--- config.mk ---
export PLATFORM = sky130hd
export DESIGN_NAME = fpdiv_arbiter
export DESIGN_NICKNAME = d
export VERILOG_FILES = /design/src/rtl/fpdiv_arb_pkg.sv /design/src/rtl/fpdiv_arbiter_rr.sv /design/src/rtl/fpdiv_arbiter.sv
export SDC_FILE = /design/constraint.sdc
export NUM_CORES = 1
export LEC_CHECK = 0
export CAP_MARGIN = 20
export CORE_AREA = 2 2 157 159
export CTS_CLUSTER_SIZE = 25
export DETAILED_ROUTE_END_ITERATION = 8
export DIE_AREA = 0 0 159 161
export HOLD_SLACK_MARGIN = 0.02
export MAX_ROUTING_LAYER = met4
export PLACE_DENSITY = 0.66
export SLEW_MARGIN = 20
export SYNTH_ARGS = -nofsm -noshare
export SYNTH_HDL_FRONTEND = slang
export SYNTH_SLANG_ARGS = --single-unit
--- constraint.sdc ---
create_clock -name clk -period 4.15 [get_ports clk]
set_input_delay 1.245 -clock clk [delete_from_list [all_inputs] [get_ports clk]]
set_output_delay 1.245 -clock clk [all_outputs]
set_load 0.01 [all_outputs]
--- src/rtl/fpdiv_arb_pkg.sv ---
// Shared types and constants for the FP-divide request arbiter.
package fpdiv_arb_pkg;
  typedef enum logic [1:0] {
    ST_IDLE  = 2'd0,
    ST_ISSUE = 2'd1,
    ST_WAIT  = 2'd2,
    ST_RESP  = 2'd3
  } state_e;

  localparam logic [31:0] FP_QNAN          = 32'h7FC0_0000;
  localparam int unsigned WAIT_MASK_CYCLES = 2;
endpackage

--- src/rtl/fpdiv_arbiter_rr.sv ---
// N-input round-robin arbiter; the priority pointer advances past the
// winner only when update_en reports a completed handshake.
module rr_arbiter #(
  parameter int N = 4
) (
  input  logic                 clk,
  input  logic                 rst,
  input  logic [N-1:0]         req,
  input  logic                 update_en,
  output logic [N-1:0]         grant,
  output logic [$clog2(N)-1:0] grant_idx
);
  localparam int IW = $clog2(N);

  logic [IW-1:0] ptr_r;
  logic [IW-1:0] idx_s;
  logic [IW-1:0] cand_s;
  logic          found_s;
  logic          hit_s;

  // Scan requesters starting at the pointer; first active one wins
  always_comb begin
    idx_s   = {IW{1'b0}};
    cand_s  = {IW{1'b0}};
    found_s = 1'b0;
    hit_s   = 1'b0;
    for (int k = 0; k < N; k++) begin
      cand_s  = IW'((int'(ptr_r) + k) % N);
      hit_s   = ~found_s & req[cand_s];
      idx_s   = hit_s ? cand_s : idx_s;
      found_s = found_s | hit_s;
    end
  end

  assign grant     = found_s ? (N'(1) << idx_s) : {N{1'b0}};
  assign grant_idx = idx_s;

  // Priority pointer: next requester after the one just served
  always_ff @(posedge clk or negedge rst) begin
    if (!rst) begin
      ptr_r <= {IW{1'b0}};
    end else if (update_en) begin
      ptr_r <= (idx_s == IW'(N - 1)) ? {IW{1'b0}} : idx_s + IW'(1);
    end else begin
      ptr_r <= ptr_r;
    end
  end
endmodule

--- src/rtl/fpdiv_arbiter.sv ---
// Round-robin front end sharing one FP divider among N_REQ requesters.
// Optional watchdog: define FPDIV_ARB_TIMEOUT_EN.
module fpdiv_arbiter
  import fpdiv_arb_pkg::*;
#(
  parameter int N_REQ          = 4,
  parameter int WIDTH          = 32,
  parameter int TIMEOUT_CYCLES = 64
) (
  input  logic                     clk,
  input  logic                     rst,
  input  logic [N_REQ-1:0]         req_valid,
  output logic [N_REQ-1:0]         req_ready,
  input  logic [N_REQ*WIDTH-1:0]   req_a,
  input  logic [N_REQ*WIDTH-1:0]   req_b,
  output logic                     resp_valid,
  input  logic                     resp_ready,
  output logic [$clog2(N_REQ)-1:0] resp_id,
  output logic [WIDTH-1:0]         resp_data,
  output logic                     resp_err,
  output logic                     div_start,
  output logic [WIDTH-1:0]         div_dividend,
  output logic [WIDTH-1:0]         div_divisor,
  input  logic                     div_busy,
  input  logic                     div_valid,
  input  logic [WIDTH-1:0]         div_result
);
  localparam int IW = $clog2(N_REQ);

  state_e           state_r, state_nxt_s;
  logic [N_REQ-1:0] grant_s;
  logic [IW-1:0]    grant_idx_s;
  logic             hs_s;
  logic             capture_s;
  logic             timeout_s;
  logic             timeout_hit_s;
  logic             mask_done_s;
  logic [1:0]       mask_cnt_r;
  logic [WIDTH-1:0] a_r, b_r, a_sel_s, b_sel_s, data_r;
  logic [IW-1:0]    id_r;

  rr_arbiter #(.N(N_REQ)) u_rr (
    .clk       (clk),
    .rst       (rst),
    .req       (req_valid),
    .update_en (hs_s),
    .grant     (grant_s),
    .grant_idx (grant_idx_s)
  );

  assign req_ready   = (rst && state_r == ST_IDLE) ? grant_s : {N_REQ{1'b0}};
  assign hs_s        = |(req_valid & req_ready);
  assign mask_done_s = (mask_cnt_r == 2'(WAIT_MASK_CYCLES));

  // Operand mux keyed by the one-hot grant
  always_comb begin
    a_sel_s = {WIDTH{1'b0}};
    b_sel_s = {WIDTH{1'b0}};
    for (int k = 0; k < N_REQ; k++) begin
      a_sel_s = a_sel_s | ({WIDTH{grant_s[k]}} & req_a[k*WIDTH +: WIDTH]);
      b_sel_s = b_sel_s | ({WIDTH{grant_s[k]}} & req_b[k*WIDTH +: WIDTH]);
    end
  end

  // Next-state decode; early div_valid is a leftover from the previous op
  always_comb begin
    state_nxt_s = state_r;
    capture_s   = 1'b0;
    timeout_s   = 1'b0;
    case (state_r)
      ST_IDLE: begin
        if (hs_s) state_nxt_s = ST_ISSUE;
        else      state_nxt_s = ST_IDLE;
      end
      ST_ISSUE: state_nxt_s = ST_WAIT;
      ST_WAIT: begin
        if (mask_done_s && div_valid && !div_busy) begin
          capture_s   = 1'b1;
          state_nxt_s = ST_RESP;
        end else if (timeout_hit_s) begin
          timeout_s   = 1'b1;
          state_nxt_s = ST_RESP;
        end else begin
          state_nxt_s = ST_WAIT;
        end
      end
      ST_RESP: begin
        if (resp_ready) state_nxt_s = ST_IDLE;
        else            state_nxt_s = ST_RESP;
      end
      default: state_nxt_s = ST_IDLE;
    endcase
  end

  // State, latched request and result registers
  always_ff @(posedge clk or negedge rst) begin
    if (!rst) begin
      state_r    <= ST_IDLE;
      a_r        <= {WIDTH{1'b0}};
      b_r        <= {WIDTH{1'b0}};
      id_r       <= {IW{1'b0}};
      data_r     <= {WIDTH{1'b0}};
      mask_cnt_r <= 2'd0;
    end else begin
      state_r <= state_nxt_s;
      if (hs_s) begin
        a_r  <= a_sel_s;
        b_r  <= b_sel_s;
        id_r <= grant_idx_s;
      end
      if (state_r == ST_ISSUE)
        mask_cnt_r <= 2'd0;
      else if (state_r == ST_WAIT && !mask_done_s)
        mask_cnt_r <= mask_cnt_r + 2'd1;
      if (capture_s)
        data_r <= div_result;
      else if (timeout_s)
        data_r <= WIDTH'(FP_QNAN);
    end
  end

`ifdef FPDIV_ARB_TIMEOUT_EN
  localparam int WDW = $clog2(TIMEOUT_CYCLES + 1);
  logic [WDW-1:0] wd_r;
  logic           err_r;

  assign timeout_hit_s = (wd_r == WDW'(TIMEOUT_CYCLES - 1));

  // Watchdog counts WAIT cycles of the current operation
  always_ff @(posedge clk or negedge rst) begin
    if (!rst) begin
      wd_r  <= {WDW{1'b0}};
      err_r <= 1'b0;
    end else begin
      if (hs_s)
        wd_r <= {WDW{1'b0}};
      else if (state_r == ST_WAIT && !timeout_hit_s)
        wd_r <= wd_r + WDW'(1);
      if (capture_s)
        err_r <= 1'b0;
      else if (timeout_s)
        err_r <= 1'b1;
    end
  end
  assign resp_err = err_r;
`else
  assign timeout_hit_s = 1'b0;
  assign resp_err      = 1'b0;
`endif

  assign resp_valid   = (state_r == ST_RESP);
  assign resp_id      = id_r;
  assign resp_data    = data_r;
  assign div_start    = (state_r == ST_ISSUE);
  assign div_dividend = (state_r == ST_ISSUE || state_r == ST_WAIT) ? a_r : {WIDTH{1'b0}};
  assign div_divisor  = (state_r == ST_ISSUE || state_r == ST_WAIT) ? b_r : {WIDTH{1'b0}};
endmodule

==> flow_metrics.env, run 1 <==
export IMPL_wl_mm=24.34
export IMPL_cts_tree="done"
export IMPL_cp_cell_sequence="clkdlybuf4s50_1, buf_4, a21oi_1, nor3_1, buf_4, buf_4, ha_2, and2_1, buf_4"
export IMPL_dp_cells=1266
export IMPL_setup_tns_final_ns=0
export IMPL_ys_types=29
export IMPL_grtUsageMet1_pct=22.22
export IMPL_timing_hold_violations_final=0
export IMPL_antenna_found_initial=3
export IMPL_numClockSinks=104
export IMPL_num_vias=6145
export IMPL_clkSlewWorstSetupHoldPaths_ns=0.08
export IMPL_final_max_slew_viol_count=0
export IMPL_final_nets=1261
export IMPL_finClkSkew_ns=0.008718
export IMPL_mostFrequentLayoutCells="clkdlybuf4s50_1 (392), a22oi_1 (129), dfrtp_1 (104), mux2_2 (72), a21oi_1 (70)"
export IMPL_path_delay_family="buffers and inverters"
export IMPL_rrSetupSlack_ns=1.03
export IMPL_ys_ff_latch=104
export IMPL_crit_cells=9
export IMPL_drive_gt1_share_pct=16.15
export IMPL_outcome="finished clean"
export IMPL_core_um2=23960
export IMPL_ys_warn_count=0
export IMPL_r2r_end="a_r[12]"
export IMPL_numCtsBuffers=9
export IMPL_path_common_cell="buf_4"
export IMPL_min_period_ns=4.064
export IMPL_critical_path_max_stage_delay_ns=0.48
export IMPL_first_pass_iters=4
export IMPL_end_kind="output pin"
export IMPL_fillers=2353
export IMPL_drtAntennaViolNets=0
export IMPL_leakagePower_uw=0.004337
export IMPL_layout_setup_ws_ns=0.08645
export IMPL_ys_seq_area_share_pct=42.46
export IMPL_fmax_ghz=0.2461
export IMPL_grt_pass1_vias=6511
export IMPL_worstHoldPathType="flop to flop"
export IMPL_power_density_nw_per_um2=604.9
export IMPL_num_rows=57
export IMPL_htreeDepth=3
export IMPL_timing_rr_start="u_rr.ptr_r[1]"
export IMPL_fin_hold_ws_ns=0.4825
export IMPL_avgSynthCellArea_um2=10.85
export IMPL_netlist_instances=565
export IMPL_gr_max_usage_layer="met2"
export IMPL_final_common_cell="clkdlybuf4s50_1"
export IMPL_crit_type="input port to output pin"
export IMPL_setup_viol=0
export IMPL_die_area_um2=25600
export IMPL_overflow=0
export IMPL_min_period_over_period_pct=97.92
export IMPL_drtIter0Drc=273
export IMPL_worst_slew_pin_slew_ns=0.8021
export IMPL_io_pins=402
export IMPL_chipWidth_um=159
export IMPL_syn_nets=871
export IMPL_max_cap_violations=0
export IMPL_critPathMaxFanout=4
export IMPL_post_route_drc_count=0
export IMPL_gr_usage_met2_pct=32.13
export IMPL_endpoint="req_ready[3]"
export IMPL_start_util_pct=25.58
export IMPL_fin_cells=1287
export IMPL_cp_arrival_ns=2.82
export IMPL_place_ws_ns=-0.4495
export IMPL_cp_start_kind="input port"
export IMPL_syn_to_final_growth_pct=77.85
export IMPL_slew_headroom_pct=46.52
export IMPL_synthesis_area_um2=6130
export IMPL_worstPathBufferInverterCount=5
export IMPL_place_congestion=0.8903
export IMPL_reg2reg_depth=12
export IMPL_grt_pass1_wl_mm=37.07
export IMPL_insertion_delay_ns=0.35
export IMPL_clockRootBuffer="clkbuf_16"
export IMPL_fin_util_pct=45.49
export IMPL_grt_use_met3_pct=4.725
export IMPL_viasPerCell=4.775
export IMPL_dp_hpwl_mm=18.66
export IMPL_peakVddDrop_uv=324.2
export IMPL_cp_startpoint="req_valid[1]"
export IMPL_cts_max_path_buffers=2
export IMPL_cp_required_ns=2.90
export IMPL_grt_max_degree=66
export IMPL_routedWlPerCell_um=18.91
export IMPL_grtUsageTotal_pct=19.09
export IMPL_numPortBuffers=400
export IMPL_crit_path_top_delay_cell="clkdlybuf4s50_1"
export IMPL_die_y_um=161
-- logic make-up (layout without fill, tap and decap cells) --
kind of cell	after synthesis	count (layout)	synth area share, %
AOI/OAI and AO/OA	204	204	22.37
DFF	104	104	42.46
muxes	100	100	19.56
other	1	4	0.06118
buffers and inverters	61	456	5.042
adders and majority gates	9	9	1.837
xor gates and xnor gates	1	1	0.1429
and+or+nand+nor	85	85	8.532
-- worst min path at each step --
stage / cells past startpoint / slack [ns] / start / to
final: 1 / 0.48 / a_r[28] / a_r[28]
after global routing: 1 / 0.52 / b_r[16] / b_r[16]
after CTS: 1 / 0.49 / a_r[28] / a_r[28]
after detailed placement: 1 / 0.47 / a_r[28] / a_r[28]
after global placement: 1 / 0.46 / a_r[28] / a_r[28]
after floorplan: 1 / 0.45 / a_r[26] / a_r[26]
-- power by group --
| group | internal, uW | switching, uW |
|---|---|---|
| clock | 543 | 415 |
| sequential | 1510 | 249 |
| combinational | 2180 | 1700 |
| total | 4230 | 2370 |
-- final cells by class --
| type | count | area (um2) | area share, % |
|---|---|---|---|
| Timing Repair Buffer | 432 | 4284 | 39.30 |
| Antenna cell | 3 | 7.507 | 0.06886 |
| Tap cell | 324 | 405.4 | 3.719 |
| Inverter | 8 | 30.03 | 0.2755 |
| Sequential cell | 104 | 2603 | 23.87 |
| Multi-Input combinational cell | 400 | 3237 | 29.69 |
| Clock buffer | 9 | 225.2 | 2.066 |
| Clock inverter | 7 | 110.1 | 1.010 |
-- synthesized netlist by cell type, drive strengths merged --
master,count,area share (%)
nor3,1,0.082
inv,8,0.49
nor4,1,0.35
o22ai,1,0.10
ha,9,1.8
a31oi,1,0.10
nand2b,3,0.31
dfrtp,104,42
and2,68,6.9
o21a,1,0.12
a211oi,1,0.33
mux2i,2,0.33
conb,1,0.061
nor2,8,0.49
mux2,98,19
a21oi,70,5.7
xnor2,1,0.14
nand2,2,0.12
a22oi,130,16
or2,1,0.10
clkbuf,30,1.8
nand4b,1,0.14
buf,23,2.7
-- sequential cells by signal, summed over array words and instances, names as in the netlist --
signal      cells
state_r         2
a_r            32
resp_data      32
u_rr.ptr_r      2
b_r            32
mask_cnt_r      2
resp_id         2
-- through the flow --
stage               total power [uW]  area (um2)
floorplan                       3757        6130
global placement                5631       10550
detailed placement              5688       10550
CTS                             6692       10880
global route                    7036       10900
finish                          6594       10900
-- timing repair --
item,CTS,global route
buffers inserted,2,0
setup endpoints to repair,56,65
gates resized for setup,17,7
hold buffers,0,0
cloned,0,0
pin swaps,1,1
-- metal layers --
layer | share of wire [%] | vias up
met5 | 0 | -
met4 | 3.1 | 0
met3 | 6.8 | 41
met2 | 50 | 265
met1 | 40 | 2962
li1 | - | 2877
(Power assumes the default switching activity.)
==> run 2: changes to the inputs <==
--- a/config.mk
+++ b/config.mk
@@ -12,7 +12,7 @@
 export DIE_AREA = 0 0 159 161
 export HOLD_SLACK_MARGIN = 0.02
 export MAX_ROUTING_LAYER = met4
-export PLACE_DENSITY = 0.66
+export PLACE_DENSITY = 0.68
 export SLEW_MARGIN = 20
 export SYNTH_ARGS = -nofsm -noshare
 export SYNTH_HDL_FRONTEND = slang
==> constraint.sdc (replaced) <==
create_clock -name clk -period 3.6 [get_ports clk]
set_input_delay 1.08 -clock clk [delete_from_list [all_inputs] [get_ports clk]]
set_output_delay 1.08 -clock clk [all_outputs]
set_load 0.01 [all_outputs]
==> flow_metrics.env, run 2 (same netlist as run 1, synthesis figures left out) <==
export IMPL_cp_arrival_ns=2.43
export IMPL_drive_gt1_share_pct=16.77
export IMPL_min_period_ns=3.512
export IMPL_final_common_cell="clkdlybuf4s50_1"
export IMPL_rrSetupSlack_ns=0.67
export IMPL_fin_cells=1290
export IMPL_leakagePower_uw=0.004346
export IMPL_viasPerCell=4.804
export IMPL_min_period_over_period_pct=97.55
export IMPL_power_density_nw_per_um2=691.5
export IMPL_cts_tree="done"
export IMPL_core_um2=23960
export IMPL_wl_mm=24.23
export IMPL_outcome="finished clean"
export IMPL_max_cap_violations=0
export IMPL_wl_met1_mm=10.33
export IMPL_r2r_end="b_r[14]"
export IMPL_critPathMaxFanout=5
export IMPL_num_rows=57
export IMPL_worstHoldPathType="flop to flop"
export IMPL_syn_to_final_growth_pct=77.67
export IMPL_post_route_drc_count=0
export IMPL_fin_util_pct=45.45
export IMPL_die_y_um=161
export IMPL_grt_max_degree=66
export IMPL_top_layer_used="met4"
export IMPL_rsz0062_at_grt="no"
export IMPL_wl_met3_mm=1.121
export IMPL_place_congestion=0.8628
export IMPL_die_area_um2=25600
export IMPL_antenna_cells=0
export IMPL_finClkSkew_ns=0.008706
export IMPL_grt_pass1_vias=6428
export IMPL_final_nets=1267
export IMPL_crit_type="input port to output pin"
export IMPL_drtAntennaViolNets=0
export IMPL_grt_pass1_wl_mm=36.80
export IMPL_numPortBuffers=400
export IMPL_setup_viol=0
export IMPL_hp_start="a_r[28]"
export IMPL_clockRootBuffer="clkbuf_16"
export IMPL_worst_slew_pin_slew_ns=0.8044
export IMPL_timing_hold_violations_final=0
export IMPL_dr_wl_met2_mm=12.09
export IMPL_insertion_delay_ns=0.35
export IMPL_peakVddDrop_uv=299.9
export IMPL_start_util_pct=25.58
export IMPL_numCtsBuffers=9
export IMPL_io_pins=402
export IMPL_fin_total_pwr_uw=7531
export IMPL_routedWlPerCell_um=18.79
export IMPL_end_kind="output pin"
export IMPL_reg2reg_depth=12
export IMPL_antenna_found_initial=0
export IMPL_grtUsageTotal_pct=19.00
export IMPL_numClockSinks=104
export IMPL_slew_headroom_pct=46.38
export IMPL_cp_required_ns=2.52
export IMPL_num_vias=6197
export IMPL_mostFrequentLayoutCells="clkdlybuf4s50_1 (391), a22oi_1 (129), dfrtp_1 (104), mux2_2 (72), a21oi_1 (70)"
export IMPL_setup_tns_final_ns=0
export IMPL_overflow=0
export IMPL_first_pass_iters=4
export IMPL_fmax_ghz=0.2847
export IMPL_cp_start_kind="input port"
export IMPL_final_max_slew_viol_count=0
export IMPL_drtIter0Drc=271
export IMPL_htreeDepth=3
export IMPL_clkSlewWorstSetupHoldPaths_ns=0.07
export IMPL_dp_cells=1273
export IMPL_hold_depth=1
export IMPL_chipWidth_um=159
export IMPL_cts_max_path_buffers=2
export IMPL_timing_rr_start="u_rr.ptr_r[1]"
export IMPL_dp_hpwl_mm=18.75
export IMPL_fillers=2341
export IMPL_fin_hold_ws_ns=0.4811
export IMPL_holdPathEnd="a_r[28]"
run 2: repair_timing:
item | CTS | global route
resized for setup | 20 | 2
hold buffers | 0 | 0
gates cloned | 0 | 0
endpoints found under the setup margin | 66 | 43
pin swaps | 0 | 1
hold endpoints to repair | 0 | 0
buffers inserted | 0 | 1
run 2: how the worst max path moves through the flow:
stage / to / from / cells after the start
floorplan: req_ready[1] / req_valid[0] / 7
global placement: req_ready[2] / req_valid[0] / 9
detailed placement: req_ready[2] / req_valid[0] / 9
CTS: req_ready[0] / req_valid[0] / 9
global route: req_ready[3] / req_valid[0] / 9
finish: req_ready[2] / req_valid[0] / 9
run 2: worst max-delay path, stage by stage:
cell	delay (ns)
clkdlybuf4s15_1	0.24
a21oi_1	0.09
o21a_1	0.17
o22ai_1	0.15
buf_4	0.16
inv_1	0.06
ha_2	0.19
and2_4	0.15
buf_4	0.15
run 2: layer usage:
| layer | track usage [%] | up-vias |
|---|---|---|
| li1 | - | 2890 |
| met1 | 23.45 | 3035 |
| met2 | 31.54 | 234 |
| met3 | 3.467 | 38 |
| met4 | 6.364 | 0 |
| met5 | - | - |
run 2: layout make-up:
| class | count | area (um2) | share of cell area (%) |
|---|---|---|---|
| Clock buffer | 9 | 225.2 | 2.068 |
| Clock inverter | 7 | 73.82 | 0.6779 |
| Inverter | 8 | 30.03 | 0.2757 |
| Multi-Input combinational cell | 400 | 3238 | 29.73 |
| Sequential cell | 104 | 2603 | 23.90 |
| Tap cell | 324 | 405.4 | 3.722 |
| Timing Repair Buffer | 438 | 4315 | 39.63 |
run 2: where the power goes:
part | switching, uW | total [uW] | internal [uW]
combinational | 1990 | 4520 | 2530
clock | 499 | 991 | 492
sequential | 282 | 2020 | 1740
total | 2770 | 7530 | 4760
run 2: through the flow:
step	instance area, um2	setup slack [ns]
6_report	10890	0.08807
5_1_grt	10890	0.001715
3_5_place_dp	10600	-0.6224
2_1_floorplan	6136	-0.01581
4_1_cts	10890	0.01593
3_3_place_gp	10600	-0.6257
